`src/rtl/alu_pkg.sv`:
```
// alu_pkg: shared encodings for the sequential execute unit.
// Operation codes, branch types and the control-FSM state enum.
package alu_pkg;

  typedef enum logic [4:0] {
    ALU_AND    = 5'd0,
    ALU_OR     = 5'd1,
    ALU_ADD    = 5'd2,
    ALU_XOR    = 5'd3,
    ALU_SLL    = 5'd4,
    ALU_SRL    = 5'd5,
    ALU_SRA    = 5'd6,
    ALU_SUB    = 5'd7,
    ALU_SLT    = 5'd8,
    ALU_SLTU   = 5'd9,
    ALU_MUL    = 5'd16,
    ALU_MULH   = 5'd17,
    ALU_MULHSU = 5'd18,
    ALU_MULHU  = 5'd19,
    ALU_DIV    = 5'd20,
    ALU_DIVU   = 5'd21,
    ALU_REM    = 5'd22,
    ALU_REMU   = 5'd23
  } alu_op_e;

  typedef enum logic [2:0] {
    BR_NONE = 3'd0,
    BR_BEQ  = 3'd1,
    BR_BNE  = 3'd2,
    BR_BLT  = 3'd3,
    BR_BGE  = 3'd4,
    BR_BLTU = 3'd5,
    BR_BGEU = 3'd6,
    BR_JAL  = 3'd7
  } branch_e;

  typedef enum logic [1:0] {
    S_IDLE = 2'd0,
    S_BUSY = 2'd1,
    S_FIX  = 2'd2,
    S_DONE = 2'd3
  } state_e;

endpackage

```
`src/rtl/alu_muldiv_iter.sv`:
```
// alu_muldiv_iter: iterative multiply/divide engine (one bit per cycle).
// Only instantiated when ALU_MULDIV_EN is defined. Works on operand
// magnitudes; signs are re-applied in the fix cycle that follows the
// last iteration. 'last' flags the final iteration, 'done' the fix cycle
// in which 'res' is valid.
import alu_pkg::*;

module alu_muldiv_iter #(
  parameter int XLEN = 32,
  parameter int OP_W = 5
) (
  input  logic            clk,
  input  logic            rst_n,
  input  logic            start,
  input  logic [OP_W-1:0] op,
  input  logic [XLEN-1:0] op1,
  input  logic [XLEN-1:0] op2,
  output logic            last,
  output logic            done,
  output logic [XLEN-1:0] res
);

  localparam int CNT_W = $clog2(XLEN);
  localparam logic [CNT_W-1:0] LAST_CNT = CNT_W'(XLEN - 1);

  logic [XLEN-1:0]   ma_r;      // multiplicand or divisor magnitude
  logic [XLEN-1:0]   acc_r;     // product high half or partial remainder
  logic [XLEN-1:0]   lo_r;      // multiplier/product low half or quotient
  logic [CNT_W-1:0]  cnt_r;
  logic              run_r, fix_r, is_div_r, sel_r, neg_r, neg_rem_r;

  logic              sgn_a_s, sgn_b_s, is_div_s, sel_s, neg1_s, neg2_s;
  logic [XLEN-1:0]   mag1_s, mag2_s;
  logic [XLEN:0]     mul_sum_s, div_sh_s;
  logic [XLEN+1:0]   div_diff_s;
  logic              div_ge_s;
  logic [2*XLEN-1:0] prod_s;
  logic [XLEN-1:0]   quo_s, rem_s;

  // decode operand signedness and result selection, form magnitudes
  always_comb begin
    sgn_a_s  = 1'b0;
    sgn_b_s  = 1'b0;
    is_div_s = 1'b0;
    sel_s    = 1'b0;
    case (op)
      ALU_MUL:    begin sgn_a_s = 1'b1; sgn_b_s = 1'b1; end
      ALU_MULH:   begin sgn_a_s = 1'b1; sgn_b_s = 1'b1; sel_s = 1'b1; end
      ALU_MULHSU: begin sgn_a_s = 1'b1; sel_s = 1'b1; end
      ALU_MULHU:  begin sel_s = 1'b1; end
      ALU_DIV:    begin sgn_a_s = 1'b1; sgn_b_s = 1'b1; is_div_s = 1'b1; end
      ALU_DIVU:   begin is_div_s = 1'b1; end
      ALU_REM:    begin sgn_a_s = 1'b1; sgn_b_s = 1'b1; is_div_s = 1'b1; sel_s = 1'b1; end
      ALU_REMU:   begin is_div_s = 1'b1; sel_s = 1'b1; end
      default:    begin sel_s = 1'b0; end
    endcase
    neg1_s = sgn_a_s & op1[XLEN-1];
    neg2_s = sgn_b_s & op2[XLEN-1];
    mag1_s = neg1_s ? -op1 : op1;
    mag2_s = neg2_s ? -op2 : op2;
  end

  // one shift-add / restoring-subtract step and the final sign fix
  always_comb begin
    mul_sum_s  = {1'b0, acc_r} + (lo_r[0] ? {1'b0, ma_r} : {(XLEN+1){1'b0}});
    div_sh_s   = {acc_r, lo_r[XLEN-1]};
    div_diff_s = {1'b0, div_sh_s} - {2'b00, ma_r};
    div_ge_s   = ~div_diff_s[XLEN+1];
    prod_s     = neg_r ? -{acc_r, lo_r} : {acc_r, lo_r};
    quo_s      = neg_r ? -lo_r : lo_r;
    rem_s      = neg_rem_r ? -acc_r : acc_r;
    if (is_div_r) begin
      res = sel_r ? rem_s : quo_s;
    end else begin
      res = sel_r ? prod_s[2*XLEN-1:XLEN] : prod_s[XLEN-1:0];
    end
  end

  assign last = run_r & (cnt_r == LAST_CNT);
  assign done = fix_r;

  // operand capture on start, then XLEN iterations, then one fix cycle
  always_ff @(posedge clk or negedge rst_n) begin
    if (!rst_n) begin
      ma_r      <= '0;
      acc_r     <= '0;
      lo_r      <= '0;
      cnt_r     <= '0;
      run_r     <= 1'b0;
      fix_r     <= 1'b0;
      is_div_r  <= 1'b0;
      sel_r     <= 1'b0;
      neg_r     <= 1'b0;
      neg_rem_r <= 1'b0;
    end else if (start) begin
      ma_r      <= is_div_s ? mag2_s : mag1_s;
      lo_r      <= is_div_s ? mag1_s : mag2_s;
      acc_r     <= '0;
      cnt_r     <= '0;
      run_r     <= 1'b1;
      fix_r     <= 1'b0;
      is_div_r  <= is_div_s;
      sel_r     <= sel_s;
      neg_r     <= neg1_s ^ neg2_s;
      neg_rem_r <= neg1_s;
    end else if (run_r) begin
      if (is_div_r) begin
        acc_r <= div_ge_s ? div_diff_s[XLEN-1:0] : div_sh_s[XLEN-1:0];
        lo_r  <= {lo_r[XLEN-2:0], div_ge_s};
      end else begin
        acc_r <= mul_sum_s[XLEN:1];
        lo_r  <= {mul_sum_s[0], lo_r[XLEN-1:1]};
      end
      if (cnt_r == LAST_CNT) begin
        run_r <= 1'b0;
        fix_r <= 1'b1;
      end else begin
        cnt_r <= cnt_r + 1'b1;
      end
    end else begin
      fix_r <= 1'b0;
    end
  end

endmodule

```
`src/rtl/alu_seq.sv`:
```
// alu_seq: sequential execute unit with valid/ready handshake.
// Fast integer ops complete one cycle after acceptance; M-extension ops
// use alu_muldiv_iter when ALU_MULDIV_EN is defined, otherwise they are
// reported as illegal. Result, branch decision and illegal flag are held
// until the consumer takes them.
import alu_pkg::*;

module alu_seq #(
  parameter int XLEN    = 32,
  parameter int OP_W    = 5,
  parameter int SHAMT_W = $clog2(XLEN)
) (
  input  logic            clk,
  input  logic            rst_n,
  input  logic            in_valid,
  output logic            in_ready,
  input  logic [OP_W-1:0] alu_op,
  input  logic [2:0]      branch,
  input  logic [XLEN-1:0] op1,
  input  logic [XLEN-1:0] op2,
  output logic            out_valid,
  input  logic            out_ready,
  output logic [XLEN-1:0] result,
  output logic            take_branch,
  output logic            illegal,
  output logic            busy
);

  localparam logic [XLEN-1:0] MIN_V = {1'b1, {(XLEN-1){1'b0}}};

  state_e          state_r;
  logic            accept_s, go_iter_s, imm_ill_s, br_s;
  logic [XLEN-1:0] imm_res_s;

  assign in_ready = (state_r == S_IDLE) | ((state_r == S_DONE) & out_ready);
  assign accept_s = in_valid & in_ready;

  // single-cycle results, divide special cases, and engine dispatch
  always_comb begin
    imm_res_s = '0;
    imm_ill_s = 1'b0;
    go_iter_s = 1'b0;
    case (alu_op)
      ALU_AND:  imm_res_s = op1 & op2;
      ALU_OR:   imm_res_s = op1 | op2;
      ALU_XOR:  imm_res_s = op1 ^ op2;
      ALU_ADD:  imm_res_s = op1 + op2;
      ALU_SUB:  imm_res_s = op1 - op2;
      ALU_SLL:  imm_res_s = op1 << op2[SHAMT_W-1:0];
      ALU_SRL:  imm_res_s = op1 >> op2[SHAMT_W-1:0];
      ALU_SRA:  imm_res_s = $unsigned($signed(op1) >>> op2[SHAMT_W-1:0]);
      ALU_SLT:  imm_res_s = {{(XLEN-1){1'b0}}, ($signed(op1) < $signed(op2))};
      ALU_SLTU: imm_res_s = {{(XLEN-1){1'b0}}, (op1 < op2)};
`ifdef ALU_MULDIV_EN
      ALU_MUL, ALU_MULH, ALU_MULHSU, ALU_MULHU: go_iter_s = 1'b1;
      ALU_DIV, ALU_DIVU: begin
        if (op2 == '0) begin
          imm_res_s = '1;
        end else if ((alu_op == ALU_DIV) && (op1 == MIN_V) && (op2 == '1)) begin
          imm_res_s = MIN_V;
        end else begin
          go_iter_s = 1'b1;
        end
      end
      ALU_REM, ALU_REMU: begin
        if (op2 == '0) begin
          imm_res_s = op1;
        end else if ((alu_op == ALU_REM) && (op1 == MIN_V) && (op2 == '1)) begin
          imm_res_s = '0;
        end else begin
          go_iter_s = 1'b1;
        end
      end
`endif
      default:  imm_ill_s = 1'b1;
    endcase
  end

  // branch decision straight from the operands, independent of alu_op
  always_comb begin
    br_s = 1'b0;
    case (branch)
      BR_BEQ:  br_s = (op1 == op2);
      BR_BNE:  br_s = (op1 != op2);
      BR_BLT:  br_s = ($signed(op1) <  $signed(op2));
      BR_BGE:  br_s = ($signed(op1) >= $signed(op2));
      BR_BLTU: br_s = (op1 <  op2);
      BR_BGEU: br_s = (op1 >= op2);
      BR_JAL:  br_s = 1'b1;
      default: br_s = 1'b0;
    endcase
  end

`ifdef ALU_MULDIV_EN
  logic            eng_last_s, eng_done_s;
  logic [XLEN-1:0] eng_res_s;

  alu_muldiv_iter #(.XLEN(XLEN), .OP_W(OP_W)) u_iter (
    .clk   (clk),
    .rst_n (rst_n),
    .start (accept_s & go_iter_s),
    .op    (alu_op),
    .op1   (op1),
    .op2   (op2),
    .last  (eng_last_s),
    .done  (eng_done_s),
    .res   (eng_res_s)
  );

  assign busy = (state_r == S_BUSY) | (state_r == S_FIX);
`else
  assign busy = 1'b0;
`endif

  // control FSM with registered result, branch and illegal outputs
  always_ff @(posedge clk or negedge rst_n) begin
    if (!rst_n) begin
      state_r     <= S_IDLE;
      out_valid   <= 1'b0;
      result      <= '0;
      take_branch <= 1'b0;
      illegal     <= 1'b0;
    end else begin
      case (state_r)
        S_IDLE, S_DONE: begin
          if (accept_s) begin
            take_branch <= br_s;
            illegal     <= imm_ill_s;
            if (go_iter_s) begin
              state_r   <= S_BUSY;
              out_valid <= 1'b0;
            end else begin
              state_r   <= S_DONE;
              out_valid <= 1'b1;
              result    <= imm_res_s;
            end
          end else if ((state_r == S_DONE) && out_ready) begin
            state_r   <= S_IDLE;
            out_valid <= 1'b0;
          end else begin
            state_r   <= state_r;
          end
        end
`ifdef ALU_MULDIV_EN
        S_BUSY: begin
          if (eng_last_s) begin
            state_r <= S_FIX;
          end else begin
            state_r <= S_BUSY;
          end
        end
        S_FIX: begin
          if (eng_done_s) begin
            result    <= eng_res_s;
            out_valid <= 1'b1;
            state_r   <= S_DONE;
          end else begin
            state_r   <= S_FIX;
          end
        end
`endif
        default: begin
          state_r   <= S_IDLE;
          out_valid <= 1'b0;
        end
      endcase
    end
  end

endmodule
```
`config.mk`:
```
export PLATFORM = sky130hd
export DESIGN_NAME = alu_seq
export DESIGN_NICKNAME = d
export VERILOG_FILES = /design/src/rtl/alu_pkg.sv /design/src/rtl/alu_muldiv_iter.sv /design/src/rtl/alu_seq.sv
export SDC_FILE = /design/constraint.sdc
export NUM_CORES = 1
export LEC_CHECK = 0
export CAP_MARGIN = 5
export CORE_ASPECT_RATIO = 0.5
export CORE_MARGIN = 2
export CORE_UTILIZATION = 60
export CTS_CLUSTER_SIZE = 10
export DETAILED_ROUTE_END_ITERATION = 6
export PLACE_DENSITY = 0.83
export SLEW_MARGIN = 20
export SYNTH_ARGS = -nofsm -noshare
export SYNTH_HDL_FRONTEND = slang
export SYNTH_SLANG_ARGS = --single-unit
```
`constraint.sdc`:
```
create_clock -name clk -period 2.95 [get_ports clk]
set_input_delay 0.59 -clock clk [delete_from_list [all_inputs] [get_ports clk]]
set_output_delay 0.59 -clock clk [all_outputs]
set_load 0.005 [all_outputs]
```
==> impl_metrics.json, run 1 <==
{
  "status": "aborted with a tool error",
  "flow.stopped_at": "clock tree synthesis (4_1_cts)",
  "error": "[ERROR DPL-0038] Utilization greater than 100%, impossible to legalize",
  "ys_ff_latch": 35,
  "root_buffer": "clkbuf_16",
  "place.gp.congestion": 1.28,
  "synth-edff-count": 0,
  "syn_area_per_cell_um2": 6.99,
  "synthArstFlopShare_pct": 100,
  "ys.warnings.count": 0,
  "io_pins": 113,
  "clk_path_buf_depth": 2,
  "cts_resized": 359,
  "h-tree-depth": 2,
  "synth-main-ff-cell": "dfrtp_1",
  "clock-sinks": 35,
  "syn_nets": 1663,
  "rows": 33,
  "synthDistinctLibCells": 83,
  "dp_hpwl_um": 51100,
  "syn_area_um2": 10300,
  "die_h_um": 96.9,
  "cts_buffers": 5,
  "postCtsSetupBuffers": 48,
  "initial_utilization_pct": 62.2,
  "synthCells": 1481,
  "die_w_um": 190,
  "cts_hold_buffers": 0,
  "yosysSeqAreaShare_pct": 8.47,
  "portBuffers": 111
}
[synthesized netlist by cell type (all sizes together) (10+ instances only)]
master,instances,share of area (%)
nand2,111,4.0
nor4,17,1.0
mux4,22,4.8
nand2b,13,0.79
o21ai,101,4.9
o21bai,10,0.73
nor2,184,6.7
dfrtp,35,8.5
a221o,10,0.97
ha,104,13
a221oi,20,1.7
o31ai,14,1.1
a211oi,27,2.0
mux2i,63,6.1
o22ai,23,1.4
a21o,22,1.6
nand3,21,1.0
nor2b,13,0.79
buf,34,1.5
clkbuf,81,2.9
and2,13,0.80
o2111ai,10,0.85
o311ai,10,0.85
inv,94,3.4
nor3,40,2.0
o211ai,16,1.2
o221ai,13,1.2
mux2,33,3.6
a31oi,18,1.1
a21oi,162,7.8
[metrics by stage]
step                instance area, µm²  std cells  setup TNS (ps)  setup WS [ps]  hold slack [ps]
detailed placement               15300       2200          -23960          -1190              493
global placement                 15300       2200          -18680           -952              469
floorplan                        10700       1481           -1390           -322              294
[cells by family after synthesis]
kind of cell    after synthesis  share of synthesized area (%)
fa+ha+maj                   106                           13.0
compound gates              541                           34.9
xor+xnor                      9                          0.762
simple gates                460                           20.4
mux                         118                           14.5
other cells                   1                         0.0362
buf+inv                     211                           7.93
flops                        35                           8.47
==> inputs of run 2 (changes only) <==
Settings changed: CORE_ASPECT_RATIO 0.5 to default, CORE_UTILIZATION 60 to 40, CTS_CLUSTER_SIZE 10 to default, PLACE_DENSITY 0.83 to default, PLACE_DENSITY_LB_ADDON from default to 0.15.
==> run 2 against run 1 <==
Compared with the run above: the flow now finishes, with violations (negative setup slack); area after synthesis unchanged; synthesized cell count unchanged.
==> impl_metrics.json, run 2 <==
{
  "status": "finished, violations left",
  "violations": "negative setup slack",
  "grt_pass1_wl_um": 86000,
  "hold-worst-slack_ps": 483,
  "critPathLaunchType": "input pin",
  "grt.total_usage_pct": 42.6,
  "finalCoreUtilization_pct": 70.2,
  "antenna_found_initial": 1,
  "final_nets": 2286,
  "cts_hold_buffers": 0,
  "fin_area_um2": 17700,
  "worst_pin_slew_ps": 1070,
  "first_pass_iters": 5,
  "drtIter0Drc": 1764,
  "synth.area.top_cells": "ha_1 13%, dfrtp_1 8.5%, a21oi_1 7.8%",
  "setup_slack_ps": -146,
  "grt_max_degree": 92,
  "holdCritStartpoint": "result[5]$_DFFE_PN0P_",
  "io_pins": 113,
  "grt_pass1_vias": 14400,
  "worst_setup_path_end_kind": "flop",
  "crit_type": "in2reg",
  "coreArea_um2": 25300,
  "layout-drive-gt1-share_pct": 45.5,
  "ys_ff_latch": 35,
  "powerDensity_nw_per_um2": 255,
  "finalClockSkew_ps": 9.91,
  "wl_per_cell_um": 24.3,
  "synth-main-ff-cell": "dfrtp_1",
  "ys.warnings.count": 0,
  "reg2reg_to": "result[31]$_DFFE_PN0P_",
  "synthDistinctLibCells": 83,
  "crit_arrival_ps": 3270,
  "cts_tree": "built",
  "antennaDiodeCount": 0,
  "peakVddDrop_uv": 245,
  "drv_slew": 0,
  "clock_latency_ps": 290,
  "setup_viol": 11,
  "clock-sinks": 35,
  "clk_pin_slew_ps": 60,
  "cap_violations": 0,
  "rr_startpoint": "state_r[0]$_DFFE_PN0P_",
  "die_w_um": 165,
  "setup.worst_path.start": "op2[6]",
  "rows": 58,
  "min_delay_path_depth": 2,
  "multi_input_area_um2": 9930,
  "regMostFlops": "result",
  "fin_cells": 2434,
  "synth_area_leader_cell": "ha_1",
  "holdPathEnd": "result[5]$_DFFE_PN0P_",
  "dp_hpwl_um": 46900,
  "syn_area_um2": 10300,
  "total_power_mw": 4.52,
  "worstPathRequired_ps": 3120,
  "yosysSeqAreaShare_pct": 8.47,
  "synthArstFlopShare_pct": 100,
  "min_period_ps": 3100,
  "drc": 0,
  "num_vias": 14900,
  "rsz0062_at_grt": "true",
  "leakagePower_nw": 8.06,
  "hold_viol_final": 0,
  "root_buffer": "clkbuf_16",
  "syn_to_final_growth_pct": 71.4,
  "ff_latch_area_um2": 876,
  "fillers": 2206,
  "layout_commonest_cell": "buf_4",
  "die_h_um": 165,
  "syn_area_per_cell_um2": 6.99,
  "fin_crit_sh_pct": 105,
  "path_max_fanout": 3,
  "synth-edff-count": 0,
  "portBuffers": 111,
  "yosys-top-cells-count": "184 x nor2_1, 162 x a21oi_1, 111 x nand2_1, 104 x ha_1, 101 x o21ai_0",
  "h-tree-depth": 2,
  "r2r_slack_ps": 480,
  "initial_utilization_pct": 41.0,
  "finalWirelength_um": 59200,
  "place.gp.congestion": 1.03,
  "postRouteAntennaNets": 0,
  "slew_headroom_pct": 29.0,
  "grt-ovfl-total": 0,
  "dp_cells": 2365,
  "cts_buffers": 5,
  "largest_reg_flops": 32,
  "fin_setup_tns_ps": -677,
  "yosysMostFrequentCell": "nor2_1",
  "syn_nets": 1663,
  "synth_top_area_share_pct": 12.6,
  "die_area_um2": 27200,
  "final_cell_mix": "577 x buf_4, 176 x nor2_1, 128 x a21oi_1, 108 x nand2_1, 76 x o21ai_0",
  "placed_area_um2": 15900,
  "rr_worst_depth": 10,
  "clock.fmax_mhz": 323,
  "dp_worst_setup_slack_ps": -954,
  "vias_per_cell": 6.14,
  "synthCells": 1481,
  "hp-class": "reg2reg",
  "clk_path_buf_depth": 2
}
==> run 2: per-layer routing <==
layer | global-route usage (%) | vias to the layer above | wire length, µm
met5 | 0 | - | 8
met4 | 28.0 | 2 | 4890
met3 | 6.88 | 239 | 4820
met2 | 68.8 | 874 | 26600
met1 | 52.4 | 7067 | 22900
li1 | - | 6756 | -
==> run 2: critical path, stage by stage <==
cell       delay [ps]
buf_8              70
inv_4              30
ha_4              270
nor2b_4            40
or2_4             250
a221o_1           430
a2111oi_4         450
buf_4             200
o21ai_4            70
a311o_1           320
a21oi_2           170
nor2_1             50
o31a_1            290
==> run 2: worst max path at each step <==
stage | end | slack (ps) | cells past startpoint
after floorplan | result[0]$_DFFE_PN0P_ | -320 | 13
after global placement | result[0]$_DFFE_PN0P_ | -870 | 11
after detailed placement | result[31]$_DFFE_PN0P_ | -950 | 13
after CTS | result[0]$_DFFE_PN0P_ | -180 | 13
after global routing | result[31]$_DFFE_PN0P_ | -200 | 13
final | result[31]$_DFFE_PN0P_ | -150 | 13
==> run 2: cell families (layout without fill, tap and decap cells) <==
logic type	after synthesis	after routing	synth area share [%]
flops	35	35	8.47
simple gates	460	460	20.4
fa+ha+maj	106	106	13.0
buf+inv	211	834	7.93
mux	118	118	14.5
other cells	1	1	0.0362
xor+xnor	9	9	0.762
compound gates	541	541	34.9
==> run 2: cell type report <==
cell class,count,area share (%)
multi-input cells,1235,56.0
repair buffers,731,33.6
flip-flops and latches,35,4.94
inverters,96,2.36
well taps,330,2.33
clock buffers,6,0.783
clock inverters,1,0.0282
==> run 2: repair_timing <==
| item | CTS | global route |
|---|---|---|
| buffers inserted | 37 | 26 |
| pin swaps | 74 | 86 |
| endpoints found under the hold margin | 0 | 0 |
| resized for setup | 273 | 172 |
| setup endpoints to repair | 30 | 31 |
==> run 2: power breakdown <==
part	switching (mW)	internal (mW)
Combinational	1.71	1.64
Sequential	0.0503	0.543
Clock	0.248	0.332
Note: power is estimated with default switching activity, not from simulation.
